## src/rtl/pipe_hazard_ctl.sv

```systemverilog
// -----------------------------------------------------------------------------
// pipe_hazard_ctl
//
// Pipeline sequencing controller that sits beside the decode stage of the
// 32-bit core and owns the stall/flush signals the datapath consumes.
//
// A scoreboard holds the destination register of every instruction that has
// issued but not yet written back. A decode instruction that reads one of
// those registers is held (read-after-write stall). An A-stage mispredict
// squashes decode and keeps it squashed for REFILL further cycles while the
// front end refills from the redirected PC.
//
// Parameters
//   REGNOBITS  register-number width; every register, including 0, is tracked
//   NSTAGES    stages from issue (A) to register-file write (M), 1..4
//   REFILL     cycles decode stays squashed after a mispredict, 0..3
//
// Ports
//   clk, reset       clock; asynchronous active-high reset
//   dec_valid        decode holds a real instruction
//   dec_rs, dec_rt   source register numbers
//   dec_use_rs/rt    the instruction actually reads rs / rt
//   dec_wrreg        the instruction writes dec_wregno
//   mispred          A-stage mispredict (already qualified)
//   stall_F          hold the PC (a redirect still overrides it)
//   bubble_D         force the decode instruction to a nop
//   issue            decode instruction advances into A this cycle
//   state            FSM state: 0 RUN, 1 STALL, 2 RECOVER
//
// Optional feature (macro HAZ_STATS_EN): adds stall_cnt (cycles with
// stall_F=1) and squash_cnt (cycles squashed by mispred or RECOVER). Both wrap
// and are cleared by reset. Core behaviour is the same with or without it.
//
// Handshake: there is no valid/ready pair here. The instruction in decode
// moves into A exactly in the cycles where issue=1; in every other cycle
// bubble_D=1 and, when stall_F=1, fetch/decode must hold their contents.
// -----------------------------------------------------------------------------
module pipe_hazard_ctl #(
  parameter int REGNOBITS = 6,
  parameter int NSTAGES   = 2,
  parameter int REFILL    = 1
) (
  input  logic                 clk,
  input  logic                 reset,
  input  logic                 dec_valid,
  input  logic [REGNOBITS-1:0] dec_rs,
  input  logic [REGNOBITS-1:0] dec_rt,
  input  logic                 dec_use_rs,
  input  logic                 dec_use_rt,
  input  logic                 dec_wrreg,
  input  logic [REGNOBITS-1:0] dec_wregno,
  input  logic                 mispred,
  output logic                 stall_F,
  output logic                 bubble_D,
  output logic                 issue,
  output logic [1:0]           state
`ifdef HAZ_STATS_EN
  ,
  output logic [31:0]          stall_cnt,
  output logic [31:0]          squash_cnt
`endif
);

  typedef enum logic [1:0] {
    S_RUN     = 2'd0,
    S_STALL   = 2'd1,
    S_RECOVER = 2'd2
  } state_t;

  localparam logic [1:0] REFILL_CNT = 2'(REFILL);

  state_t               state_q, state_d;
  logic [1:0]           cnt_q, cnt_d;
  logic                 sb_v_q   [NSTAGES];
  logic [REGNOBITS-1:0] sb_reg_q [NSTAGES];
  logic                 rs_hit, rt_hit, hazard;

  // ---------------------------------------------------------------------------
  // Hazard detection. The register file is written on the edge and read
  // combinationally with no bypass, so the entry committing at the coming edge
  // (the last one) still counts as a hazard.
  // ---------------------------------------------------------------------------
  always_comb begin
    rs_hit = 1'b0;
    rt_hit = 1'b0;
    for (int i = 0; i < NSTAGES; i++) begin
      if (sb_v_q[i] && (sb_reg_q[i] == dec_rs)) rs_hit = 1'b1;
      if (sb_v_q[i] && (sb_reg_q[i] == dec_rt)) rt_hit = 1'b1;
    end
    hazard = dec_valid & ((dec_use_rs & rs_hit) | (dec_use_rt & rt_hit));
  end

  // ---------------------------------------------------------------------------
  // FSM: state register
  // ---------------------------------------------------------------------------
  always_ff @(posedge clk or posedge reset) begin
    if (reset) begin
      state_q <= S_RUN;
      cnt_q   <= 2'd0;
    end else begin
      state_q <= state_d;
      cnt_q   <= cnt_d;
    end
  end

  // ---------------------------------------------------------------------------
  // FSM: next state. Priority: mispred, RECOVER, hazard, normal issue.
  // ---------------------------------------------------------------------------
  always_comb begin
    state_d = state_q;
    cnt_d   = cnt_q;
    if (mispred) begin
      // A fresh mispredict always reloads the refill count, even in RECOVER.
      if (REFILL_CNT == 2'd0) begin
        state_d = S_RUN;
        cnt_d   = 2'd0;
      end else begin
        state_d = S_RECOVER;
        cnt_d   = REFILL_CNT;
      end
    end else if (state_q == S_RECOVER) begin
      if (cnt_q <= 2'd1) begin
        state_d = S_RUN;
        cnt_d   = 2'd0;
      end else begin
        cnt_d = cnt_q - 2'd1;
      end
    end else if (hazard) begin
      state_d = S_STALL;
    end else begin
      state_d = S_RUN;
    end
  end

  // ---------------------------------------------------------------------------
  // FSM: outputs. Reset is included so the datapath sees a squashed decode
  // while reset is held, independent of the registered state.
  // ---------------------------------------------------------------------------
  always_comb begin
    stall_F  = 1'b0;
    bubble_D = 1'b1;
    issue    = 1'b0;
    if (reset) begin
      stall_F  = 1'b0;
    end else if (mispred || (state_q == S_RECOVER)) begin
      stall_F  = 1'b0;
    end else if (hazard) begin
      stall_F  = 1'b1;
    end else begin
      issue    = dec_valid;
      bubble_D = ~dec_valid;
    end
  end

  assign state = state_q;

  // ---------------------------------------------------------------------------
  // Scoreboard shift register. sb[0] is the instruction now in A; the last
  // entry retires at each edge. Entries already issued survive a mispredict:
  // the mispredicting instruction and its elders still commit.
  // ---------------------------------------------------------------------------
  always_ff @(posedge clk or posedge reset) begin
    if (reset) begin
      for (int i = 0; i < NSTAGES; i++) begin
        sb_v_q[i]   <= 1'b0;
        sb_reg_q[i] <= '0;
      end
    end else begin
      sb_v_q[0]   <= issue & dec_wrreg;
      sb_reg_q[0] <= dec_wregno;
      for (int i = 1; i < NSTAGES; i++) begin
        sb_v_q[i]   <= sb_v_q[i-1];
        sb_reg_q[i] <= sb_reg_q[i-1];
      end
    end
  end

`ifdef HAZ_STATS_EN
  logic [31:0] stall_cnt_q, squash_cnt_q;
  logic        squash_now;

  // Only squashes caused by a redirect count; idle or stalled bubbles do not.
  assign squash_now = ~reset & (mispred | (state_q == S_RECOVER));

  always_ff @(posedge clk or posedge reset) begin
    if (reset) begin
      stall_cnt_q  <= 32'd0;
      squash_cnt_q <= 32'd0;
    end else begin
      if (stall_F)    stall_cnt_q  <= stall_cnt_q + 32'd1;
      if (squash_now) squash_cnt_q <= squash_cnt_q + 32'd1;
    end
  end

  assign stall_cnt  = stall_cnt_q;
  assign squash_cnt = squash_cnt_q;
`endif

endmodule
```

## config.mk

```make
export PLATFORM = sky130hd
export DESIGN_NAME = pipe_hazard_ctl
export DESIGN_NICKNAME = d
export VERILOG_FILES = /design/src/rtl/pipe_hazard_ctl.sv
export SDC_FILE = /design/constraint.sdc
export NUM_CORES = 1
export LEC_CHECK = 0
export BUFFER_PORTS_ARGS = -buffer_cell sky130_fd_sc_hd__buf_2
export CORE_MARGIN = 10
export CORE_UTILIZATION = 35
export CTS_CLUSTER_DIAMETER = 150
export DETAILED_ROUTE_END_ITERATION = 7
export GPL_ROUTABILITY_DRIVEN = 1
export HOLD_SLACK_MARGIN = 0.05
export PLACE_DENSITY = 0.71
export SLEW_MARGIN = 20
export SYNTH_ARGS = -nofsm -noshare
export SYNTH_HDL_FRONTEND = slang
export SYNTH_SLANG_ARGS = --single-unit
```

## constraint.sdc

```tcl
create_clock -name clk -period 1.5 [get_ports clk]
set_input_delay 0.15 -clock clk [delete_from_list [all_inputs] [get_ports clk]]
set_output_delay 0.15 -clock clk [all_outputs]
set_load 0.05 [all_outputs]
```

# Word level (Yosys, flattened, before mapping)
# Index checks and enable logic that the tools add are counted.
dict set report totals {
  register_bits 18
  in_bits 25
  out_inout_bits 5
  wordCells 46
}
dict set report op_classes {
  add_sub_neg 1
  n_lt_le_gt_ge 1
  n_eq_ne 6
  n_mux 20
  bitwise 6
  n_reduce_logical 6
}
# cell count
set op_table {}
lappend op_table {{6-bit == test} 4}
lappend op_table {{1-bit two-way mux} 14}
lappend op_table {{2-bit two-way mux} 6}
lappend op_table {{1-bit bitwise AND} 4}
lappend op_table {{1-bit logical AND} 4}
lappend op_table {{3-bit by 2-bit != test with 1-bit output, second input constant} 1}
lappend op_table {{2-bit == test, second input constant} 1}
lappend op_table {{2-bit by 1-bit <= comparator with 1-bit output, second input constant} 1}
lappend op_table {{2-bit nonzero test} 1}
lappend op_table {{2-bit by 1-bit subtractor with 2-bit output, second input constant} 1}
lappend op_table {{1-bit logical OR} 1}
lappend op_table {{1-bit NOT} 1}
lappend op_table {{1-bit bitwise OR} 1}

# Longest topological paths before layout
# Gate-level depths: netlist (run 1).
dict set report depth {
  word_depth 11
  mapped_depth 5
  mapped_depth_nobuf 5
}

# Worst setup path after synthesis (run 1)
# No wires, ideal clock.
dict set report synth_timing {
  kind {reg2out}
  start {reg state_q[0], in the netlist state[0]}
  end {out stall_F}
  arrival_time_ns 2.068
  required_time_ns 1.350
  setup_slack_ns -0.718
  path_stages_with_launch 4
  path_cell_list {dfrtp_1 > nand2b_1 > nand3b_1 > nor3_1}
}
dict set report synth_via {
  elab_chain_len 4
}
# item line_no
set synth_rtl {}
lappend synth_rtl {{start: declaration} 72} ;# state_t state_q, state_d;
lappend synth_rtl {{start signal: assignment} 101} ;# state_q <= state_d;
lappend synth_rtl {{2-bit == test} 145} ;# end else if (mispred || (state_q == S_RECOVER)) begin
lappend synth_rtl {{1-bit logical OR} 145}
lappend synth_rtl {{1-bit two-way mux} 145}
lappend synth_rtl {{1-bit two-way mux} 143} ;# if (reset) begin
lappend synth_rtl {{end: declaration} 53} ;# output logic stall_F,
# Every way passes these cells.

# Worst setup path after layout (run 1)
dict set report layout_timing {
  start {reg sb_reg_q[10] (netlist bit)}
  end {out issue}
}
dict set report layout_via {
  elab_chain_len 10
  word_cells_on_any_way 15
  classes_between {eq/ne: 2; mux: 7; bitwise: 4; reduce/logical: 2}
}
# item line_no
set layout_rtl {}
lappend layout_rtl {{start: declaration} 75} ;# logic [REGNOBITS-1:0] sb_reg_q [NSTAGES];
lappend layout_rtl {{start signal: indexed assignment} 173} ;# sb_reg_q[i] <= sb_reg_q[i-1];
lappend layout_rtl {{6-bit == test, on equally long branches} {87, 88}}
lappend layout_rtl {{1-bit logical AND, on equally long branches} {87, 88}}
lappend layout_rtl {{1-bit two-way mux, on equally long branches (2 in a row)} {87, 88}}
lappend layout_rtl {{1-bit bitwise AND} 90} ;# hazard = dec_valid & ((dec_use_rs & rs_hit) | (dec_use_rt & rt_hit));
lappend layout_rtl {{1-bit bitwise OR (*)} 90}
lappend layout_rtl {{1-bit bitwise AND (*)} 90}
lappend layout_rtl {{1-bit two-way mux (*)} 147} ;# end else if (hazard) begin
lappend layout_rtl {{1-bit two-way mux (*)} 145}
lappend layout_rtl {{1-bit two-way mux (*)} 143}
lappend layout_rtl {{end: declaration} 55} ;# output logic issue,
# Mark *: on every way between the ends. The rest lies on a longest branch, timed or not.

==> flow_metrics.tcl, run 1 <==
set metrics [dict create \
    leakage_nw 0.505 \
    coreArea_sq_um 2210 \
    ys_ff_latch 18 \
    fin_crit_sh_pct 122 \
    end_kind "output pin" \
    cap_violations 0 \
    fill_cells 199 \
    initial_core_util_pct 36.7 \
    drtAntennaViolNets 0 \
    cp_top_family "flip-flops" \
    wl_met3_um 123 \
    path_clk_slew_ns 0.10 \
    first_iter_violations 11 \
    fin_nets 138 \
    finalWirelength_um 1960 \
    p_per_area_nw_per_um2 829 \
    wl_met2_um 1060 \
    drtPass1Iterations 4 \
    timing.final.crit_period_ns 1.82 \
    critPathMaxFanout 4 \
    synth_area_sq_um 812 \
    cp.required_ns 1.35 \
    post_synth.cell_area_avg_sq_um 11.9 \
    ys_seq_area_share_pct 55.5 \
    cts_buffers 3 \
    yosysWarnings 0 \
    die_area_sq_um 4650 \
    p_total_w 0.000989 \
    drive_gt1_share_pct 40.2 \
    worst_ep_arrival_time_ns 1.67 \
    routedWlPerCell_um 14.0 \
    numClockSinks 18 \
    yosysMostFrequentCell "xnor2_1" \
    num_io_pins 30 \
    hold_slack_ns 0.0790 \
    drv_slew 0 \
    setup_ws_ns -0.324 \
    cts_htree_levels 1 \
    cpMaxStageDelayCell "dfrtp_1" \
    worstPathCellList "xnor2_1 > nand4_1 > o22ai_2 > a22oi_2 > and2_4 > buf_8" \
    critPathLaunchType "flip-flop" \
    worst-path-buf-inv 1 \
    fp.dieW_um 68.2 \
    grt_overflow_total 0 \
    worstMarginPinSlew_ns 0.296 \
    areaGrowthSynthToFinish_pct 47.0 \
    async_reset_ff_share_pct 100 \
    grt_usage_pct 8.68 \
    rsz0062_at_grt "yes" \
    root_buffer "clkbuf_4" \
    grt_pass1_wl_um 3080 \
    num_vias 624 \
    netlist_top_cells_area "dfrtp_1, xnor2_1, nand4_1" \
    viasPerCell 4.46 \
    grt_max_degree 19 \
    setup_viol 3 \
    status "complete, but fails checks" \
    cts_tree "built" \
    grt_pass1_vias 703 \
    yosys.area.top_type "dfrtp_1" \
    critPathKind "reg -> out" \
    antenna_cells 0 \
    synthCells 68 \
    cts_buffer_depth 2 \
    num_rows 17 \
    violations "negative setup slack" \
    antenna_found_initial 0 \
    die_h_um 68.2 \
    wl_met1_um 759 \
    synth.net_count 93 \
    slowest_delay_ns 0.42 \
    synth_edf_count 0 \
    ys.flop_type "dfrtp_1" \
    netlist.area_leader.share_pct 55.5 \
    clk_latency_ns 0.29 \
    ir_worst_vdd_uv 642 \
    hold_path_class "in -> reg" \
    top_layer "met4" \
    post-route-util_pct 54.0 \
    fmax_ghz 0.548 \
    slew_headroom_pct 80.3 \
    clock_skew_ns 0.00728 \
    synthTopCellsByCount "xnor2_1, dfrtp_1, nand3_1, nand4_1" \
    hold_viol_final 0 \
    drcViolationCount 0 \
    numPortBuffers 29 \
    synth.distinct_cells 16 \
    routabilityCongestion 0.793 \
]
==> timing repair <==
| action | 4_1_cts | 5_1_grt |
|---|---|---|
| pin swaps | 11 | 12 |
| resized for setup | 10 | 1 |
| hold endpoints to repair | 25 | 0 |
| buffers inserted | 1 | 0 |
| hold buffers | 8 | 0 |
| endpoints found under the setup margin | 4 | 4 |
==> path summary, 6_finish.rpt <==
kind                                    from  cells past startpoint        end  slack [ns]
worst max register to register  sb_reg_q[11]                      6  sb_v_q[1]        0.07
max in group asynchronous              reset                      4   state[0]        0.84
min in group asynchronous              reset                      4   cnt_q[1]        0.46
worst max-delay path            sb_reg_q[10]                      6      issue       -0.32
worst min register to register     sb_v_q[1]                      0  sb_v_q[0]        0.44
worst min-delay path                 mispred                      2   cnt_q[0]        0.08
==> where the power goes <==
part | internal (W) | switching [W]
registers | 0.000506 | 0.0000199
clock network | 0.000148 | 0.000146
logic | 0.0000944 | 0.0000749
==> cells in the final DEF (no fill, tap or decap), types with 2 or more instances in the layout <==
cell and n:
buf_2 26, xnor2_1 24, dfrtp_1 16, dlygate4sd3_1 8
nand3_1 4, nand4_1 4, nor2_1 3, clkbuf_4 3
buf_4 3, o22ai_2 2, inv_1 2, nor3_1 2
buf_6 2, dfrtp_2 2
==> flip-flops by register name, summed over array words and instances (netlist names) <==
register	cells
state	2
sb_v_q	2
sb_reg_q	12
cnt_q	2
==> per-layer routing <==
| layer | vias up | global-route usage (%) |
|---|---|---|
| li1 | 319 | - |
| met1 | 289 | 8.88 |
| met2 | 14 | 15.3 |
| met3 | 2 | 3.43 |
| met4 | 0 | 3.77 |
| met5 | - | 0 |
==> layout make-up <==
type	instances	area [sq um]	share of cell area [%]
Clock buffer	4	36.3	3.04
Inverter	2	7.51	0.629
Multi-Input combinational cell	48	392	32.8
Sequential cell	18	453	37.9
Tap cell	28	35.0	2.94
Timing Repair Buffer	40	270	22.6
==> cells by family (layout without fill, tap and decap cells) <==
logic type                Yosys count  count (layout)  share of synthesized area, %
xor gates and xnor gates           24              24                          25.9
and+or+nand+nor                    19              19                          12.6
DFF                                18              18                          55.5
AOI/OAI and AO/OA                   5               5                          5.08
buffers and inverters               2              46                         0.925
==> stage by stage <==
stage	cell area (sq um)	setup TNS [ns]	setup WS, ns	std cells
floorplan	833	0	0.000789	68
global placement	1030	-0.131	-0.0824	127
detailed placement	1030	-0.341	-0.137	127
CTS	1190	-0.971	-0.369	140
global route	1190	-1.15	-0.404	140
finish	1190	-0.884	-0.324	140
No activity file was read; power rests on OpenSTA's default activity.
==> inputs of run 2 (changes only) <==
RECOVER_POWER = 100   (was unset)
==> flow_metrics.tcl, run 2 (same netlist as run 1, synthesis figures left out) <==
set metrics [dict create \
    largest_reg_flops 12 \
    routabilityCongestion 0.793 \
    internal_power_w 0.000745 \
    fmax_ghz 0.548 \
    viasPerCell 4.44 \
    timing.final.crit_period_ns 1.82 \
    min_from "mispred" \
    finalWirelength_um 1960 \
    grt_max_degree 19 \
    p_switching_w 0.000241 \
    first_iter_violations 12 \
    antenna_cells 0 \
    root_buffer "clkbuf_4" \
    critPathMaxFanout 4 \
    hold_path_class "in -> reg" \
    cp.required_ns 1.35 \
    fin_crit_sh_pct 122 \
    initial_core_util_pct 36.7 \
    critPathLaunchType "flip-flop" \
    num_vias 622 \
    num_io_pins 30 \
    leakage_nw 0.493 \
    dpl.cell_count 127 \
    grt_pass1_vias 703 \
    whs_endpoint "cnt_q[0]" \
    grt_pass1_wl_um 3080 \
    cts_tree "built" \
    final_common_cell "xnor2_1" \
    antenna_found_initial 0 \
    drv_slew 0 \
    violations "negative setup slack" \
    end_kind "output pin" \
    multi_input_area_sq_um 384 \
    seqPwrFrac_pct 53.3 \
    die_h_um 68.2 \
    cap_violations 0 \
    clk_latency_ns 0.29 \
    pwr-share-comb_pct 16.9 \
    p_total_w 0.000986 \
    p_per_area_nw_per_um2 836 \
    hold_viol_final 0 \
    routedWlPerCell_um 14.0 \
    final_cells 140 \
    cts_buffer_depth 2 \
    status "complete, but fails checks" \
    numPortBuffers 29 \
    drive_gt1_share_pct 36.6 \
    fin_nets 138 \
    regArea_sq_um 453 \
    areaGrowthSynthToFinish_pct 45.3 \
    drtPass1Iterations 4 \
    p_sw_share_pct 24.4 \
    fp.dieW_um 68.2 \
    regToRegStartpoint "sb_reg_q[11]" \
    ir_worst_vdd_uv 642 \
    die_area_sq_um 4650 \
    coreArea_sq_um 2210 \
    drcViolationCount 0 \
    r2r_cells 6 \
    cts_htree_levels 1 \
    r2r_setup_slack_ns 0.07 \
    layout_common_cells "xnor2_1, buf_2, dfrtp_1" \
    pre_cts_ws_ns -0.137 \
    path_clk_slew_ns 0.10 \
    worst_ep_arrival_time_ns 1.67 \
    p_clk_share_pct 29.9 \
    setup_viol 3 \
    num_rows 17 \
    grt_overflow_total 0 \
    critPathKind "reg -> out" \
    worstMarginPinSlew_ns 0.922 \
    clock_skew_ns 0.00751 \
    min_path_cells 2 \
    numClockSinks 18 \
    regMostFlops "sb_reg_q" \
    r2r-end "sb_v_q[1]" \
    slew_headroom_pct 38.5 \
    fill_cells 205 \
    rsz0062_at_grt "yes" \
    drtAntennaViolNets 0 \
    setup_tns_ns -0.885 \
    cts_buffers 3 \
    setup_ws_ns -0.324 \
    grt_usage_pct 8.68 \
]
[run 2: cell types whose count changed in the layout (fill, tap and decap cells not counted), sizes merged]
cell,change
clkbuf,+5
buf,-5
[run 2: layer usage]
layer / wire length (um) / track usage (%) / up-vias
met5: 0 / 0 / -
met4: 11 / 3.77 / 0
met3: 122 / 3.43 / 2
met2: 1060 / 15.3 / 14
met1: 764 / 8.88 / 288
li1: - / - / 318
[run 2: area by class of cell]
cell class                      count  share of cell area (%)
Multi-Input combinational cell     48                    32.6
Timing Repair Buffer               40                    22.4
Sequential cell                    18                    38.4
Inverter                            2                   0.636
Tap cell                           28                    2.97
Clock buffer                        4                    3.08
[run 2: power by group through the flow]
stage / combinational (W) / sequential [W] / clock [W]
final: 0.000166 / 0.000525 / 0.000294
after global routing: 0.000182 / 0.000528 / 0.000333
after CTS: 0.000172 / 0.000526 / 0.000310
after detailed placement: 0.000148 / 0.000536 / 0
after global placement: 0.000146 / 0.000534 / 0
after floorplan: 0.0000819 / 0.000537 / 0
[run 2: what timing repair did]
| item | in CTS | in global routing |
|---|---|---|
| buffers inserted | 1 | 0 |
| gates resized for setup | 10 | 1 |
| pin swaps | 11 | 12 |
| endpoints found under the hold margin | 25 | 0 |
| hold buffers | 8 | 0 |
| setup endpoints to repair | 4 | 4 |
[run 2: worst max-delay path by stage]
stage                  from  slack (ns)  depth (start not counted)      end
2_1_floorplan      state[0]      0.0008                          3  stall_F
3_3_place_gp   sb_reg_q[11]       -0.08                          6    issue
4_1_cts         sb_reg_q[8]       -0.37                          6    issue
6_report       sb_reg_q[10]       -0.32                          6    issue
5_1_grt         sb_reg_q[9]       -0.40                          6    issue
3_5_place_dp    sb_reg_q[7]       -0.14                          6    issue
[run 2: per-stage QoR]
stage,area [sq um],hold WS [ns],utilization [%]
after floorplan,833,0.0884,-
after global placement,1030,0.218,46.5
after detailed placement,1030,0.223,46.5
after CTS,1190,0.0629,53.7
after global routing,1180,0.0696,53.3
final,1180,0.0767,53.3
[run 2: worst max-delay path, stage by stage, from the launching register on]
cell and delay (ns):
dfrtp_1 0.42, xnor2_1 0.14, nand4_1 0.10, o22ai_2 0.09, a22oi_2 0.28, and2_4 0.20
buf_8 0.14
==> inputs of run 3 (changes only) <==
ABC_AREA = 1   (was unset)
PLACE_DENSITY = 0.69   (was 0.71)
==> flow_metrics.tcl, run 3 <==
set metrics [dict create \
    rsz0062_at_grt "yes" \
    numClockSinks 18 \
    num_vias 924 \
    use_met1_pct 10.1 \
    cts_tree "built" \
    fp.dieW_um 73.3 \
    drv_slew 0 \
    layout_common_cells "nand2_1, inv_1, buf_2" \
    cts_buffer_depth 2 \
    setup_tns_ns -0.691 \
    slew_headroom_pct 60.0 \
    leakage_nw 0.763 \
    drtPass1Iterations 4 \
    largest_reg_flops 12 \
    status "complete, but fails checks" \
    critPathLaunchType "flip-flop" \
    grt_pass1_vias 914 \
    initial_core_util_pct 36.4 \
    grt_max_degree 12 \
    coreArea_sq_um 2730 \
    synthCells 142 \
    clk_latency_ns 0.28 \
    grt_overflow_total 0 \
    ys_ff_latch 18 \
    yosys.area.top_type "dfrtp_1" \
    r2r_cells 11 \
    synth.net_count 167 \
    drtAntennaViolNets 0 \
    worstMarginPinSlew_ns 0.602 \
    whs_endpoint "sb_v_q[1]" \
    ys_seq_area_share_pct 45.2 \
    ir_worst_vdd_uv 390 \
    num_rows 19 \
    critPathMaxFanout 4 \
    die_h_um 73.3 \
    netlist_top_cells_area "dfrtp_1, nand2_1, inv_1" \
    finalWirelength_um 2260 \
    synth_area_sq_um 996 \
    critPathKind "reg -> out" \
    first_iter_violations 24 \
    cap_violations 0 \
    setup_ws_ns -0.265 \
    async_reset_ff_share_pct 100 \
    routedWlPerCell_um 10.5 \
    r2r-end "sb_v_q[1]" \
    die_area_sq_um 5380 \
    regMostFlops "sb_reg_q" \
    cts_htree_levels 1 \
    grt_usage_pct 8.60 \
    numPortBuffers 29 \
    final_common_cell "nand2_1" \
    met2_usage_pct 13.9 \
    synth_edf_count 0 \
    synth.distinct_cells 16 \
    cts_setup_buffers 0 \
    post-route-util_pct 50.2 \
    min_from "dec_wrreg" \
    routabilityCongestion 0.808 \
    p_per_area_nw_per_um2 686 \
    grt_pass1_wl_um 3760 \
    cp.required_ns 1.35 \
    clock_skew_ns 0.00479 \
    setup_viol 3 \
    drive_gt1_share_pct 30.3 \
    synthTopCellsByCount "nand2_1, inv_1, dfrtp_1" \
    path_clk_slew_ns 0.10 \
    areaGrowthSynthToFinish_pct 37.8 \
    yosysMostFrequentCell "nand2_1" \
    fin_nets 211 \
    regToRegStartpoint "sb_reg_q[7]" \
    violations "negative setup slack" \
    place_area_sq_um 1230 \
    viasPerCell 4.28 \
    dp_hpwl_um 1850 \
    root_buffer "clkbuf_4" \
    yosysWarnings 0 \
    r2r_setup_slack_ns 0.17 \
    hold_path_class "in -> reg" \
    netlist.area_leader.share_pct 45.2 \
    dpl.cell_count 205 \
    post_synth.cell_area_avg_sq_um 7.01 \
    hold_viol_final 0 \
    antenna_cells 0 \
    antenna_found_initial 0 \
    drcViolationCount 0 \
    cts_buffers 3 \
    final_cells 216 \
    fin_crit_sh_pct 118 \
    fmax_ghz 0.566 \
    design_area_sq_um 1370 \
    busiest_layer "met2" \
    num_io_pins 30 \
    grtUsageMet3_pct 3.10 \
    worst_ep_arrival_time_ns 1.62 \
    ys.flop_type "dfrtp_1" \
    end_kind "output pin" \
    min_path_cells 3 \
    timing.final.crit_period_ns 1.77 \
    pre_cts_ws_ns -0.0434 \
]
## run 3: power breakdown
part / switching (W) / internal, W
clock network: 0.000133 / 0.000103
registers: 0.0000186 / 0.000506
logic: 0.0000993 / 0.0000824
## run 3: cell families (layout without fill, tap and decap cells)
group           count (synthesis)  count (layout)  share of synthesized area, %
simple gates                   72              72                          30.4
buf+inv                        36              79                          13.6
compound gates                 10              10                          5.53
flops                          18              18                          45.2
xor+xnor                        6               6                          5.28
## run 3: metal layers
layer  vias up  share of wire, %
met4         0              0.75
met3         2               6.9
met1       406                44
met2        17                48
li1        499                 -
met5         -                 0
## run 3: worst max-delay path by stage
stage            startpoint      end  slack [ns]  depth (start not counted)
2_1_floorplan      state[1]    issue       -0.07                          7
3_3_place_gp   sb_reg_q[11]  stall_F       -0.05                         10
3_5_place_dp   sb_reg_q[10]  stall_F       -0.04                         10
4_1_cts         sb_reg_q[7]  stall_F       -0.27                         12
5_1_grt        sb_reg_q[11]  stall_F       -0.42                         10
6_report        sb_reg_q[7]    issue       -0.27                         11
## run 3: repair_timing
action | CTS | global route
gates cloned | 0 | 0
pin swaps | 3 | 3
hold buffers | 7 | 0
endpoints found under the setup margin | 3 | 3
resized for setup | 6 | 9
hold endpoints to repair | 16 | 0
## run 3: cell type report
class,instances,area [sq um]
Sequential cell,18,453
Timing Repair Buffer,39,260
Clock buffer,4,26.3
Multi-Input combinational cell,88,455
Tap cell,31,38.8
Fill cell,261,1360
Inverter,36,139
## run 3: critical path, stage by stage, from the launching register on
cell and delay (ns):
dfrtp_1 0.43, nand2_1 0.09, nand2_1 0.06, inv_2 0.05, nand2_2 0.04, nor2_2 0.10, nand2_1 0.07, nand2_2 0.08
nand2_4 0.06, nand3_4 0.11, clkinvlp_4 0.10, buf_8 0.15
## run 3: stage by stage
step	power [W]	hold slack [ns]
6_report	0.000942	0.0761
5_1_grt	0.00101	0.0680
4_1_cts	0.000950	0.0715
3_5_place_dp	0.000696	0.195
3_3_place_gp	0.000695	0.191
2_1_floorplan	0.000628	0.0884
